===== config.mk =====
export PLATFORM = sky130hd
export DESIGN_NAME = toggle_handshake_rx
export DESIGN_NICKNAME = d
export VERILOG_FILES = /design/src/rtl/toggle_hs_pkg.sv /design/src/rtl/toggle_sync.sv /design/src/rtl/toggle_handshake_rx.sv
export SDC_FILE = /design/constraint.sdc
export NUM_CORES = 1
export LEC_CHECK = 0
export ABC_CLOCK_PERIOD_IN_PS = 1530
export CORE_MARGIN = 1
export CORE_UTILIZATION = 46
export CTS_CLUSTER_DIAMETER = 30
export DETAILED_ROUTE_END_ITERATION = 10
export PLACE_DENSITY = 0.77
export SYNTH_ARGS = -nofsm -noshare
export SYNTH_HDL_FRONTEND = slang
export SYNTH_SLANG_ARGS = --single-unit

===== constraint.sdc =====
create_clock -name input_clock_c -period 1.53 [get_ports input_clock_c]
set_input_delay 0.306 -clock input_clock_c [delete_from_list [all_inputs] [get_ports input_clock_c]]
set_output_delay 0.306 -clock input_clock_c [all_outputs]
set_load 0.03 [all_outputs]

===== src/rtl/toggle_hs_pkg.sv =====
// Shared types and constants for the toggle-signalling handshake blocks.
package toggle_hs_pkg;

  typedef enum logic [1:0] {ARM, IDLE, HOLD} state_t;

  localparam int unsigned SYNC_STAGES_MIN = 2;
  localparam int unsigned SYNC_STAGES_MAX = 4;

  function automatic int unsigned arm_cnt_w();
    return $clog2(SYNC_STAGES_MAX + 2);
  endfunction

endpackage


===== src/rtl/toggle_sync.sv =====
// Multi-flop level synchroniser for an asynchronous toggle; reused on the tx ack path.
module toggle_sync #(
  parameter int unsigned STAGES = 2
) (
  input  logic clk,
  input  logic rst,
  input  logic d,
  output logic q
);

  logic [STAGES-1:0] sync;

  always_ff @(posedge clk or posedge rst) begin
    if (rst) sync <= '0;
    else     sync <= {sync[STAGES-2:0], d};
  end

  assign q = sync[STAGES-1];

endmodule


===== src/rtl/toggle_handshake_rx.sv =====
// Toggle-handshake receiver: syncs req toggle, captures bundled data, valid/ready out, ack toggle back.
// Optional parity check on the bundled word when TOGGLE_RX_PARITY_EN is defined.
module toggle_handshake_rx
  import toggle_hs_pkg::*;
#(
  parameter int unsigned DATA_W      = 8,
  parameter int unsigned SYNC_STAGES = 2,
  parameter int unsigned CNT_W       = 8
) (
  input  logic              input_clock_c,
  input  logic              input_reset_r,
  input  logic              req_tgl_i,
  input  logic [DATA_W-1:0] data_i,
  input  logic              ready_i,
  input  logic              ovr_clr_i,
  output logic              valid_o,
  output logic [DATA_W-1:0] data_o,
  output logic              ack_tgl_o,
  output logic              overrun_o,
  output logic [CNT_W-1:0]  count_o
`ifdef TOGGLE_RX_PARITY_EN
  ,
  input  logic              par_i,
  output logic              par_err_o
`endif
);

  localparam int unsigned ARM_W = arm_cnt_w();

  state_t           state, state_nxt;
  logic [ARM_W-1:0] arm_cnt;
  logic             s, prev_req, tgl, arm_done;
  logic             track_req, capture, handshake, ovr_set;

  toggle_sync #(.STAGES(SYNC_STAGES)) u_req_sync (
    .clk (input_clock_c),
    .rst (input_reset_r),
    .d   (req_tgl_i),
    .q   (s)
  );

  assign tgl      = s ^ prev_req;
  assign arm_done = (arm_cnt == ARM_W'(SYNC_STAGES));

  always_ff @(posedge input_clock_c or posedge input_reset_r) begin
    if (input_reset_r) state <= ARM;
    else               state <= state_nxt;
  end

  always_comb begin
    state_nxt = state;
    case (state)
      ARM:     if (arm_done) state_nxt = IDLE;
      IDLE:    if (tgl) state_nxt = HOLD;
      HOLD:    if (valid_o && ready_i) state_nxt = IDLE;
      default: state_nxt = ARM;
    endcase
  end

  always_comb begin
    track_req = (state == ARM);
    capture   = (state == IDLE) && tgl;
    handshake = (state == HOLD) && valid_o && ready_i;
    ovr_set   = (state == HOLD) && tgl;
  end

  // prev_req is frozen in HOLD so a toggle arriving there stays pending until IDLE.
  always_ff @(posedge input_clock_c or posedge input_reset_r) begin
    if (input_reset_r) begin
      arm_cnt   <= '0;
      prev_req  <= 1'b0;
      valid_o   <= 1'b0;
      data_o    <= '0;
      ack_tgl_o <= 1'b0;
      overrun_o <= 1'b0;
      count_o   <= '0;
    end else begin
      if (track_req && !arm_done) arm_cnt <= arm_cnt + ARM_W'(1);
      if (track_req || capture)   prev_req <= s;
      if (capture) begin
        data_o  <= data_i;
        valid_o <= 1'b1;
      end
      if (handshake) begin
        valid_o   <= 1'b0;
        ack_tgl_o <= ~ack_tgl_o;
        count_o   <= count_o + CNT_W'(1);
      end
      if (ovr_set)        overrun_o <= 1'b1;
      else if (ovr_clr_i) overrun_o <= 1'b0;
    end
  end

`ifdef TOGGLE_RX_PARITY_EN
  always_ff @(posedge input_clock_c or posedge input_reset_r) begin
    if (input_reset_r)  par_err_o <= 1'b0;
    else if (capture)   par_err_o <= ^{data_i, par_i};
    else if (handshake) par_err_o <= 1'b0;
  end
`endif

endmodule


# Yosys cells after proc, flatten, opt, wreduce, memory -nomap -nowiden
# Cells that the tools add are included.
word_totals:
  reg_bits: 27
  input_bits: 13
classes:
  n_addsub: 2
  n_eq_ne: 6
  n_mux: 8
  n_bitwise: 2
  reduce_logical: 12
ops:
  columns: ["operator", "count"]
  rows:
  - ["8-bit by 1-bit adder with 8-bit output (second input constant)", 1]
  - ["1-bit logical AND", 6]
  - ["2-bit 2-to-1 mux", 3]
  - ["2-bit inequality test (second input constant)", 3]
  - ["2-bit case mux with 3 select lines", 1]
  - ["1-bit 2-to-1 mux", 4]
  - ["2-bit nonzero test", 2]
  - ["3-bit by 1-bit adder with 3-bit output (second input constant)", 1]
  - ["3-bit by 2-bit == test with 1-bit output (second input constant)", 1]
  - ["3-bit AND reduction", 1]
  - ["2-bit by 1-bit == test with 1-bit output (second input constant)", 1]
  - ["2-bit == test (second input constant)", 1]
  - ["2-bit logical NOT", 1]
  - ["1-bit logical NOT", 1]
  - ["1-bit logical OR", 1]
  - ["1-bit inverter", 1]
  - ["1-bit bitwise XOR", 1]

# Depth between registers and ports, before layout
# Gate-level depths: netlist of run 1.
depth:
  depth_word: 4
  depth_mapped: 4

# By module
# From an unflattened synthesis of run 1, not the netlist that was laid out.
hier_totals:
  hier_cells: 85
  area_unflattened_um2: 1139.8
by_module_without_submodules:
  columns: ["mod", "instances", "cells_each", "area_each_um2", "seq_area_each_um2"]
  rows:
  - ["toggle_handshake_rx", 1, 82, 1086.0, 625.6]
  - ["toggle_sync", 1, 3, 53.8, 50.0]

# Worst setup path after synthesis of run 1
# Ideal clock, no wire load.
synth_timing:
  path_type: "input -> register"
  from: "input port valid_o"
  to: "register count_o[7]"
  setup_ns: 0.080
  t_arrival_ns: 1.268
  path_slack_ns: 0.181
  stages: 4
  path_buffers: 0
  path_cell_list: "dfrtp_1 -> nand4b_4 -> nor4_2 -> xor2_1"
synth_via:
  elab_chain_cells: 2
synth_lines:
  columns: ["item", "line", "rtl"]
  rows:
  - ["from (decl)", "toggle_handshake_rx.sv:16", "output logic valid_o,"]
  - ["1-bit logical AND (2 in a row)", "toggle_handshake_rx.sv:63", "handshake = (state == HOLD) && valid_o && ready_i;"]
  - ["to (signal assigned)", "toggle_handshake_rx.sv:87", "count_o <= count_o + CNT_W'(1);"]
  - ["to (decl)", "toggle_handshake_rx.sv:20", "output logic [CNT_W-1:0] count_o"]
# No other way between the ends.
# A chain may end at the register's enable or synchronous reset.

# Final worst setup path of run 1
layout_timing:
  from: "input port prev_req"
  to: "register data_o[7]"
layout_via:
  elab_chain_cells: 2
layout_lines:
  columns: ["item", "line", "rtl"]
  rows:
  - ["from (decl)", "toggle_handshake_rx.sv:32", "logic s, prev_req, tgl, arm_done;"]
  - ["1-bit bitwise XOR", "toggle_handshake_rx.sv:42", "assign tgl = s ^ prev_req;"]
  - ["1-bit logical AND", "toggle_handshake_rx.sv:62", "capture = (state == IDLE) && tgl;"]
  - ["to (signal assigned)", "toggle_handshake_rx.sv:81", "data_o <= data_i;"]
  - ["to (decl)", "toggle_handshake_rx.sv:17", "output logic [DATA_W-1:0] data_o,"]
# No other way between the ends.

==> results of run 1 <==
kinds of logic (layout without fill, tap and decap cells):
kind of cell | count (synthesis) | after routing | share of synthesized area [%]
flops | 27 | 27 | 59.5
simple gates | 16 | 17 | 10.0
xor+xnor | 11 | 11 | 8.48
mux | 11 | 11 | 10.8
buf+inv | 9 | 52 | 3.63
compound gates | 7 | 7 | 4.30
fa+ha+maj | 3 | 3 | 3.30
Yosys cell counts (all sizes together):
| library cell | instances |
|---|---|
| nor3 | 3 |
| a21oi | 2 |
| mux2i | 1 |
| nand4b | 1 |
| o22ai | 1 |
| a21o | 1 |
| nand2 | 2 |
| buf | 1 |
| nand2b | 1 |
| xor2 | 6 |
| ha | 3 |
| mux2 | 10 |
| o21bai | 1 |
| inv | 8 |
| nor2 | 3 |
| dfrtp | 27 |
| nor4 | 1 |
| a2111oi | 1 |
| a211oi | 1 |
| nand3 | 4 |
| or2 | 1 |
| xnor2 | 5 |
critical path, delay by kind of cell, from the launching register on:
kind                      cells  cell delay [ns]
xor gates and xnor gates      1             0.22
DFF                           1             0.43
muxes                         1             0.38
and+or+nand+nor               1             0.33
flip-flops by register name (all words and copies together), names as in the netlist:
name and flops:
count_o 8, data_o 8, arm_cnt 3, state 2, u_req_sync.sync 2, ack_tgl_o 1, overrun_o 1, prev_req 1
valid_o 1
final cells by class:
| class | count | area (µm²) | share of cell area (%) |
|---|---|---|---|
| Clock buffer | 4 | 26.3 | 1.68 |
| Inverter | 8 | 30.0 | 1.92 |
| Multi-Input combinational cell | 49 | 444 | 28.4 |
| Sequential cell | 27 | 676 | 43.1 |
| Timing Repair Buffer | 40 | 355 | 22.7 |
| Tap cell | 28 | 35.0 | 2.24 |
per-layer routing:
metal / wire length, µm / part of all wire (%)
met5: 0 / 0
met4: 13 / 0.65
met3: 116 / 5.8
met2: 1040 / 52
met1: 838 / 42
stage by stage:
step | instance area [µm²] | setup WS [ns] | total power (W) | hold WS [ns]
finish | 1570 | 0.0766 | 0.00263 | 0.325
global route | 1570 | 0.00192 | 0.00280 | 0.378
CTS | 1540 | 0.00376 | 0.00260 | 0.335
detailed placement | 1540 | -0.0506 | 0.00244 | 0.342
global placement | 1540 | -0.0288 | 0.00240 | 0.334
floorplan | 1140 | 0.181 | 0.00189 | 0.331
power groups by stage:
stage               combinational [W]  clock (W)  sequential [W]
floorplan                    0.000455          0         0.00144
global placement              0.00133          0         0.00107
detailed placement            0.00136          0         0.00108
CTS                           0.00124   0.000307         0.00106
global route                  0.00136   0.000340         0.00110
finish                        0.00127   0.000298         0.00107
layout by cell type (no fill, tap or decap), types with 2 or more instances in the layout:
master | synthesis | layout
nor3_1 | 2 | 2
dlygate4sd2_1 | 0 | 18
clkbuf_4 | 0 | 3
a21oi_1 | 2 | 2
xnor2_1 | 5 | 4
nand2_1 | 2 | 2
dfrtp_1 | 27 | 27
clkdlybuf4s50_1 | 0 | 12
buf_4 | 0 | 9
mux2_2 | 10 | 10
nand3_1 | 4 | 4
nor2_1 | 3 | 3
ha_1 | 3 | 3
nor3_4 | 1 | 2
xor2_1 | 6 | 6
inv_1 | 8 | 8
worst min path at each step:
stage / to / cells after the start / slack, ns / from
after floorplan: u_req_sync.sync[1] / 0 / 0.33 / u_req_sync.sync[0]
after global placement: u_req_sync.sync[1] / 0 / 0.33 / u_req_sync.sync[0]
after detailed placement: u_req_sync.sync[1] / 0 / 0.34 / u_req_sync.sync[0]
after CTS: valid_o / 3 / 0.33 / input_reset_r
after global routing: prev_req / 3 / 0.38 / input_reset_r
final: data_o[4] / 3 / 0.32 / input_reset_r
what timing repair did:
action                                 CTS  global route
resized for setup                       19             4
endpoints found under the hold margin    0             0
setup endpoints to repair               19            10
pin swaps                                0             1
cloned                                   0             1
==> impl_metrics.toml, run 1 <==
[status]
status = "completed"

[die]
initial_core_util_pct = 49.9
die_area_um2 = 2670
die_h_um = 51.7
boundaryPins = 32
coreArea_um2 = 2280
fp.dieW_um = 51.7
rows = 17

[detailed_routing]
avgViaCountPerCell = 4.95
routedWlPerCell_um = 12.9
wl_um = 2010
ant_nets = 0
first_iter_violations = 9
first_pass_iters = 2
vias = 772
drcViolationCount = 0

[final_layout]
drive_gt1_share_pct = 22.7
nets = 145
syn_to_final_growth_pct = 37.9
fin_util_pct = 68.8
num_antenna_cells = 0
final_cells = 156
fillers = 180

[clock_network]
clk_path_buf_depth = 2
post_cts_buffers = 0
cts_max_level = 1
clk_pin_slew_ns = 0.14
cts_hold_buf = 0
tritoncts = "built"
cts_buffers = 3
cts-root-buf = "clkbuf_4"
clock_latency_ns = 0.31
clock-sinks = 27

[min_path]
hold_path.class = "input pin to async pin"

[sta]
fin_skew_ns = 0.00436
final-setup-viol-count = 0
period_minus_slack_ns = 1.45
rsz0062_at_grt = "no"
tns_ns = 0
fin_crit_sh_pct = 95.0
slew_headroom_pct = 73.1
tightestPinTransition_ns = 0.401
clock.fmax_ghz = 0.688
finalMaxSlewViolations = 0
finalHoldViolCount = 0

[critical_path]
worstPathArrival_ns = 1.66
cp_cell_sequence = "xnor2_2 -> nor3_4 -> mux2_2"
start_kind = "flip-flop"
crit_fanout = 5
cp-end-kind = "flip-flop"
crit_end = "data_o[7]"
reg2reg_depth = 3
slowest_delay_ns = 0.43
timing.rr.start = "prev_req"
reg2reg_to = "data_o[7]"
slowest_stage = "dfrtp_1"
crit_start = "prev_req"
required_ns = 1.74
critical_path_class = "flip-flop to flip-flop"
ff2ff_setup_slack_ns = 0.08

[grt]
grt_use_total_pct = 18.4
antenna_found_initial = 0
grt_max_degree = 28
globalRouteMet2Util_pct = 31.0
met1_usage_pct = 23.2
grt_overflow = 0
first_global_vias = 834
grt-busiest-layer = "met2"
grt_use_met3_pct = 5.26
grt_pass1_wl_um = 3590

[power_and_ir_drop]
swShare_pct = 40.2
ir_drop_uv = 1260
leakage_nw = 0.754
p_sw_w = 0.00106
pwr-share-comb_pct = 48.1
p_clk_share_pct = 11.3
power_frac_seq_pct = 40.6
powerDensity_nw_per_um2 = 1680
p_int_w = 0.00157

[yosys]
syn_avg_cell_area_um2 = 13.5
ys_ff_latch = 27
synthTopCellsByArea = "dfrtp_1 59%, mux2_2 9.9%, xor2_1 4.6%"
yosysUniqueCellTypes = 23
ys_warn_count = 0
synth.top_cell.area_share_pct = 59.5
netlist_area_um2 = 1140
yosysTopAreaCell = "dfrtp_1"
netlist_instances = 84
synth_nets = 100
ys_seq_area_share_pct = 59.5

[placement]
hpwl_um = 1490
port_buffers = 31
gp_congestion = 0.807
dp.cells = 151

[flow_run]
max-cap-violations = 0
Power figures use the tool's default switching activity.
==> run 2: changes to the inputs <==
--- a/config.mk
+++ b/config.mk
@@ -5,7 +5,8 @@
 export SDC_FILE = /design/constraint.sdc
 export NUM_CORES = 1
 export LEC_CHECK = 0
-export ABC_CLOCK_PERIOD_IN_PS = 1530
+export ABC_CLOCK_PERIOD_IN_PS = 1600
+export CORE_ASPECT_RATIO = 1.2
 export CORE_MARGIN = 1
 export CORE_UTILIZATION = 46
 export CTS_CLUSTER_DIAMETER = 30
==> constraint.sdc (replaced) <==
create_clock -name input_clock_c -period 1.6 [get_ports input_clock_c]
set_input_delay 0.32 -clock input_clock_c [delete_from_list [all_inputs] [get_ports input_clock_c]]
set_output_delay 0.32 -clock input_clock_c [all_outputs]
set_load 0.03 [all_outputs]
==> impl_metrics.toml, run 2 (synthesized netlist as in run 1, its figures left out) <==
[status]
status = "completed"

[final_layout]
final_cells = 158
reg_top3 = "count_o x8, data_o x8, arm_cnt x3"
final_cell_mix = "27 x dfrtp_1, 19 x dlygate4sd2_1, 12 x clkdlybuf4s50_1, 10 x mux2_2, 8 x inv_1"
syn_to_final_growth_pct = 37.2
drive_gt1_share_pct = 21.3
final_common_cell = "dfrtp_1"
fin_util_pct = 67.6
nets = 144
num_antenna_cells = 0

[sta]
tightestPinTransition_ns = 0.490
tns_ns = 0
fin_crit_sh_pct = 93.9
rsz0062_at_grt = "no"
finalMaxSlewViolations = 0
finalHoldViolCount = 0
fin_skew_ns = 0.00464
setup_ws_ns = 0.0976
final-setup-viol-count = 0
period_minus_slack_ns = 1.50
slew_headroom_pct = 66.5
clock.fmax_ghz = 0.666
final.hold.worst_slack_ns = 0.238

[flow_run]
max-cap-violations = 0

[grt]
grt_max_degree = 21
grt_pass1_wl_um = 3400
first_global_vias = 765
grt_use_total_pct = 18.0
antenna_found_initial = 0
grt_overflow = 0

[critical_path]
start_kind = "flip-flop"
crit_fanout = 5
slowest_stage = "dfrtp_1"
critical_path_class = "flip-flop to flip-flop"
reg2reg_depth = 3
cp-end-kind = "flip-flop"
slowest_delay_ns = 0.45
cp_cell_sequence = "inv_1 -> nor3_2 -> mux2_2"
worstPathArrival_ns = 1.72
required_ns = 1.81

[detailed_routing]
first_iter_violations = 1
avgViaCountPerCell = 4.88
first_pass_iters = 4
vias = 771
wl_um = 2060
drcViolationCount = 0
routedWlPerCell_um = 13.0
ant_nets = 0

[clock_network]
clock-sinks = 27
clk_path_buf_depth = 2
tritoncts = "built"
cts_max_level = 1
cts-root-buf = "clkbuf_4"
clock_latency_ns = 0.31
cts_buffers = 3
clk_pin_slew_ns = 0.13
cts_hold_buf = 0

[power_and_ir_drop]
swShare_pct = 40.0
p_int_w = 0.00149
ir_drop_uv = 995
power_frac_seq_pct = 41.4
p_sw_w = 0.000995
pwr-share-comb_pct = 47.4
powerDensity_nw_per_um2 = 1590
p_clk_share_pct = 11.2
leakage_nw = 0.751

[placement]
gp_congestion = 0.798
hpwl_um = 1500
dp.cells = 152
port_buffers = 31
dp_slack_ns = -0.0615

[die]
rows = 19
coreArea_um2 = 2310
fp.dieW_um = 47.4
boundaryPins = 32
initial_core_util_pct = 49.3
die_area_um2 = 2670
die_h_um = 56.4

[min_path]
hold_path.class = "input pin to async pin"
## run 2: cell count changes in the layout (fill, tap and decap cells not counted)
cell | before | now
nor3_4 | 2 | 1
a2111oi_1 | 1 | 0
buf_12 | 0 | 1
buf_4 | 9 | 7
xnor2_2 | 1 | 0
dlygate4sd2_1 | 18 | 19
xnor2_1 | 4 | 5
clkdlybuf4s15_1 | 1 | 0
a2111oi_0 | 0 | 1
nor3_2 | 0 | 1
## run 2: power by group through the flow
stage	Combinational, W	Sequential (W)	Clock (W)
detailed placement	0.00127	0.00104	0
global placement	0.00125	0.00103	0
finish	0.00118	0.00103	0.000278
floorplan	0.000435	0.00138	0
global route	0.00125	0.00106	0.000312
CTS	0.00115	0.00102	0.000286
## run 2: worst max-delay path: cells and delay by family (launching register included)
family	cells	cell delay, ns
AND/OR/NAND/NOR	1	0.43
multiplexers	1	0.38
flip-flops	1	0.45
buffers and inverters	1	0.15
## run 2: area by class of cell
type	instances	area [µm²]
Clock buffer	4	26.3
Fill cell	191	747
Inverter	8	30.0
Multi-Input combinational cell	49	429
Sequential cell	27	676
Tap cell	31	38.8
Timing Repair Buffer	39	359
## run 2: routing by layer
metal / global-route usage [%] / wire, µm
met5: 0 / 0
met4: 7.35 / 29
met3: 3.86 / 65
met2: 26.0 / 1030
met1: 25.7 / 932
## run 2: through the flow
step           cell area [µm²]  total power (W)
2_1_floorplan             1140          0.00181
3_3_place_gp              1540          0.00228
3_5_place_dp              1540          0.00231
4_1_cts                   1540          0.00246
5_1_grt                   1560          0.00262
6_report                  1560          0.00249
## run 2: final timing paths
kind                                          from                  to  slack (ns)
worst min register to register  u_req_sync.sync[0]  u_req_sync.sync[1]        0.39
worst min-delay path                 input_reset_r           data_o[7]        0.24
worst max register to register            state[0]           data_o[0]         0.1
max in group asynchronous            input_reset_r           ack_tgl_o        0.95
worst max-delay path                      state[0]           data_o[0]         0.1
min in group input_clock_c      u_req_sync.sync[0]  u_req_sync.sync[1]        0.39
## run 2: timing repair
item,CTS,global route
hold endpoints to repair,0,0
gates resized for setup,19,0
endpoints found under the setup margin,19,2
cloned,0,1
pin swaps,0,1
setup buffers,0,1
==> run 3: changes to the inputs <==
--- a/config.mk
+++ b/config.mk
@@ -8,10 +8,11 @@
 export ABC_CLOCK_PERIOD_IN_PS = 1600
 export CORE_ASPECT_RATIO = 1.2
 export CORE_MARGIN = 1
-export CORE_UTILIZATION = 46
+export CORE_UTILIZATION = 60
 export CTS_CLUSTER_DIAMETER = 30
 export DETAILED_ROUTE_END_ITERATION = 10
-export PLACE_DENSITY = 0.77
+export DONT_BUFFER_PORTS = 1
+export PLACE_DENSITY = 0.76
 export SYNTH_ARGS = -nofsm -noshare
 export SYNTH_HDL_FRONTEND = slang
 export SYNTH_SLANG_ARGS = --single-unit
==> impl_metrics.toml, run 3 (synthesized netlist as in run 1, its figures left out) <==
[power_and_ir_drop]
powerDensity_nw_per_um2 = 1770
power_frac_seq_pct = 59.0
pwr-share-comb_pct = 28.2
p_sw_w = 0.000917
finalPower_w = 0.00222
p_int_w = 0.00130
leakage_nw = 0.587
p_clk_share_pct = 12.8
ir_drop_uv = 1170
swShare_pct = 41.3

[die]
fp.dieW_um = 41.7
rows = 16
initial_core_util_pct = 66.8
die_h_um = 49.7
coreArea_um2 = 1700
boundaryPins = 32
die_area_um2 = 2070

[sta]
slew_headroom_pct = 64.5
tns_ns = 0
setup_ws_ns = 0.122
tightestPinTransition_ns = 0.519
fin_skew_ns = 0.00194
final-setup-viol-count = 0
finalHoldViolCount = 0
final.hold.worst_slack_ns = 0.0760
rsz0062_at_grt = "no"
finalMaxSlewViolations = 0
period_minus_slack_ns = 1.48
fin_crit_sh_pct = 92.4
clock.fmax_ghz = 0.677

[grt]
antenna_found_initial = 0
grt_pass1_wl_um = 2940
first_global_vias = 733
grt_overflow = 0
grt_use_total_pct = 18.6
grt_max_degree = 28

[critical_path]
required_ns = 1.82
worstPathArrival_ns = 1.70
critical_path_class = "flip-flop to flip-flop"
start_kind = "flip-flop"
cp_cell_sequence = "xnor2_1 -> nor3_4 -> mux2_2"
timing.rr.start = "prev_req"
crit_fanout = 10
cp-end-kind = "flip-flop"
crit_start = "prev_req"
slowest_stage = "dfrtp_1"
slowest_delay_ns = 0.42

[min_path]
hold_path.class = "input pin to flip-flop"
hp-start = "ovr_clr_i"

[final_layout]
num_antenna_cells = 0
nets = 114
design_area_um2 = 1250
reg_top3 = "count_o x8, data_o x8, arm_cnt x3"
final_cell_mix = "27 x dfrtp_1, 10 x mux2_2, 8 x inv_1, 8 x buf_4, 6 x xor2_1"
drive_gt1_share_pct = 26.8
syn_to_final_growth_pct = 10.4
final_common_cell = "dfrtp_1"

[clock_network]
cts-root-buf = "clkbuf_4"
post_cts_resize_count = 0
cts_buffers = 3
clock_latency_ns = 0.32
cts_hold_buf = 1
clk_pin_slew_ns = 0.13
cts_max_level = 1
tritoncts = "built"
post_cts_buffers = 0
clk_path_buf_depth = 2
clock-sinks = 27

[detailed_routing]
avgViaCountPerCell = 5.81
first_iter_violations = 2
vias = 668
routedWlPerCell_um = 14.3
ant_nets = 0
first_pass_iters = 2
wl_um = 1650
drcViolationCount = 0

[placement]
port_buffers = 0
placed_area_um2 = 1210
dp_slack_ns = 0.106
hpwl_um = 1210
gp_congestion = 0.737

[status]
status = "completed"

[flow_run]
max-cap-violations = 0
-- run 3: metrics by stage --
stage	util (%)	cells
2_1_floorplan	-	84
3_3_place_gp	71.0	109
3_5_place_dp	71.0	109
4_1_cts	73.1	114
5_1_grt	73.7	115
6_report	73.7	115
-- run 3: metal layers --
metal	GRT usage [%]	share of wire, %
met1	23.6	44
met2	29.7	48
met3	3.30	5.7
met4	10.8	2.2
met5	0	0
-- run 3: worst max-delay path: cells and delay by family (launching register included) --
kind	cells	cell delay, ns
simple gates	1	0.38
flops	1	0.42
mux	1	0.38
xor+xnor	1	0.20
-- run 3: path summary, 6_finish.rpt --
| kind | slack, ns | depth (start not counted) | endpoint |
|---|---|---|---|
| max | 0.12 | 3 | data_o[6] |
| min | 0.08 | 1 | overrun_o |
| max reg2reg | 0.12 | 3 | data_o[6] |
| min reg2reg | 0.38 | 0 | u_req_sync.sync[1] |
| max in group asynchronous | 0.88 | 3 | arm_cnt[1] |
| min in group asynchronous | 0.48 | 3 | count_o[0] |
-- run 3: cell type report --
cell class | instances | area (µm²)
Fill cell | 123 | 448
Sequential cell | 27 | 676
Clock buffer | 4 | 26.3
Multi-Input combinational cell | 48 | 419
Inverter | 8 | 30.0
Tap cell | 18 | 22.5
Timing Repair Buffer | 10 | 80.1
-- run 3: power by group through the flow --
stage / sequential, W / combinational, W / clock, W
4_1_cts: 0.00131 / 0.000633 / 0.000296
6_report: 0.00131 / 0.000625 / 0.000285
5_1_grt: 0.00134 / 0.000679 / 0.000309
3_3_place_gp: 0.00132 / 0.000612 / 0
2_1_floorplan: 0.00138 / 0.000435 / 0
3_5_place_dp: 0.00132 / 0.000634 / 0
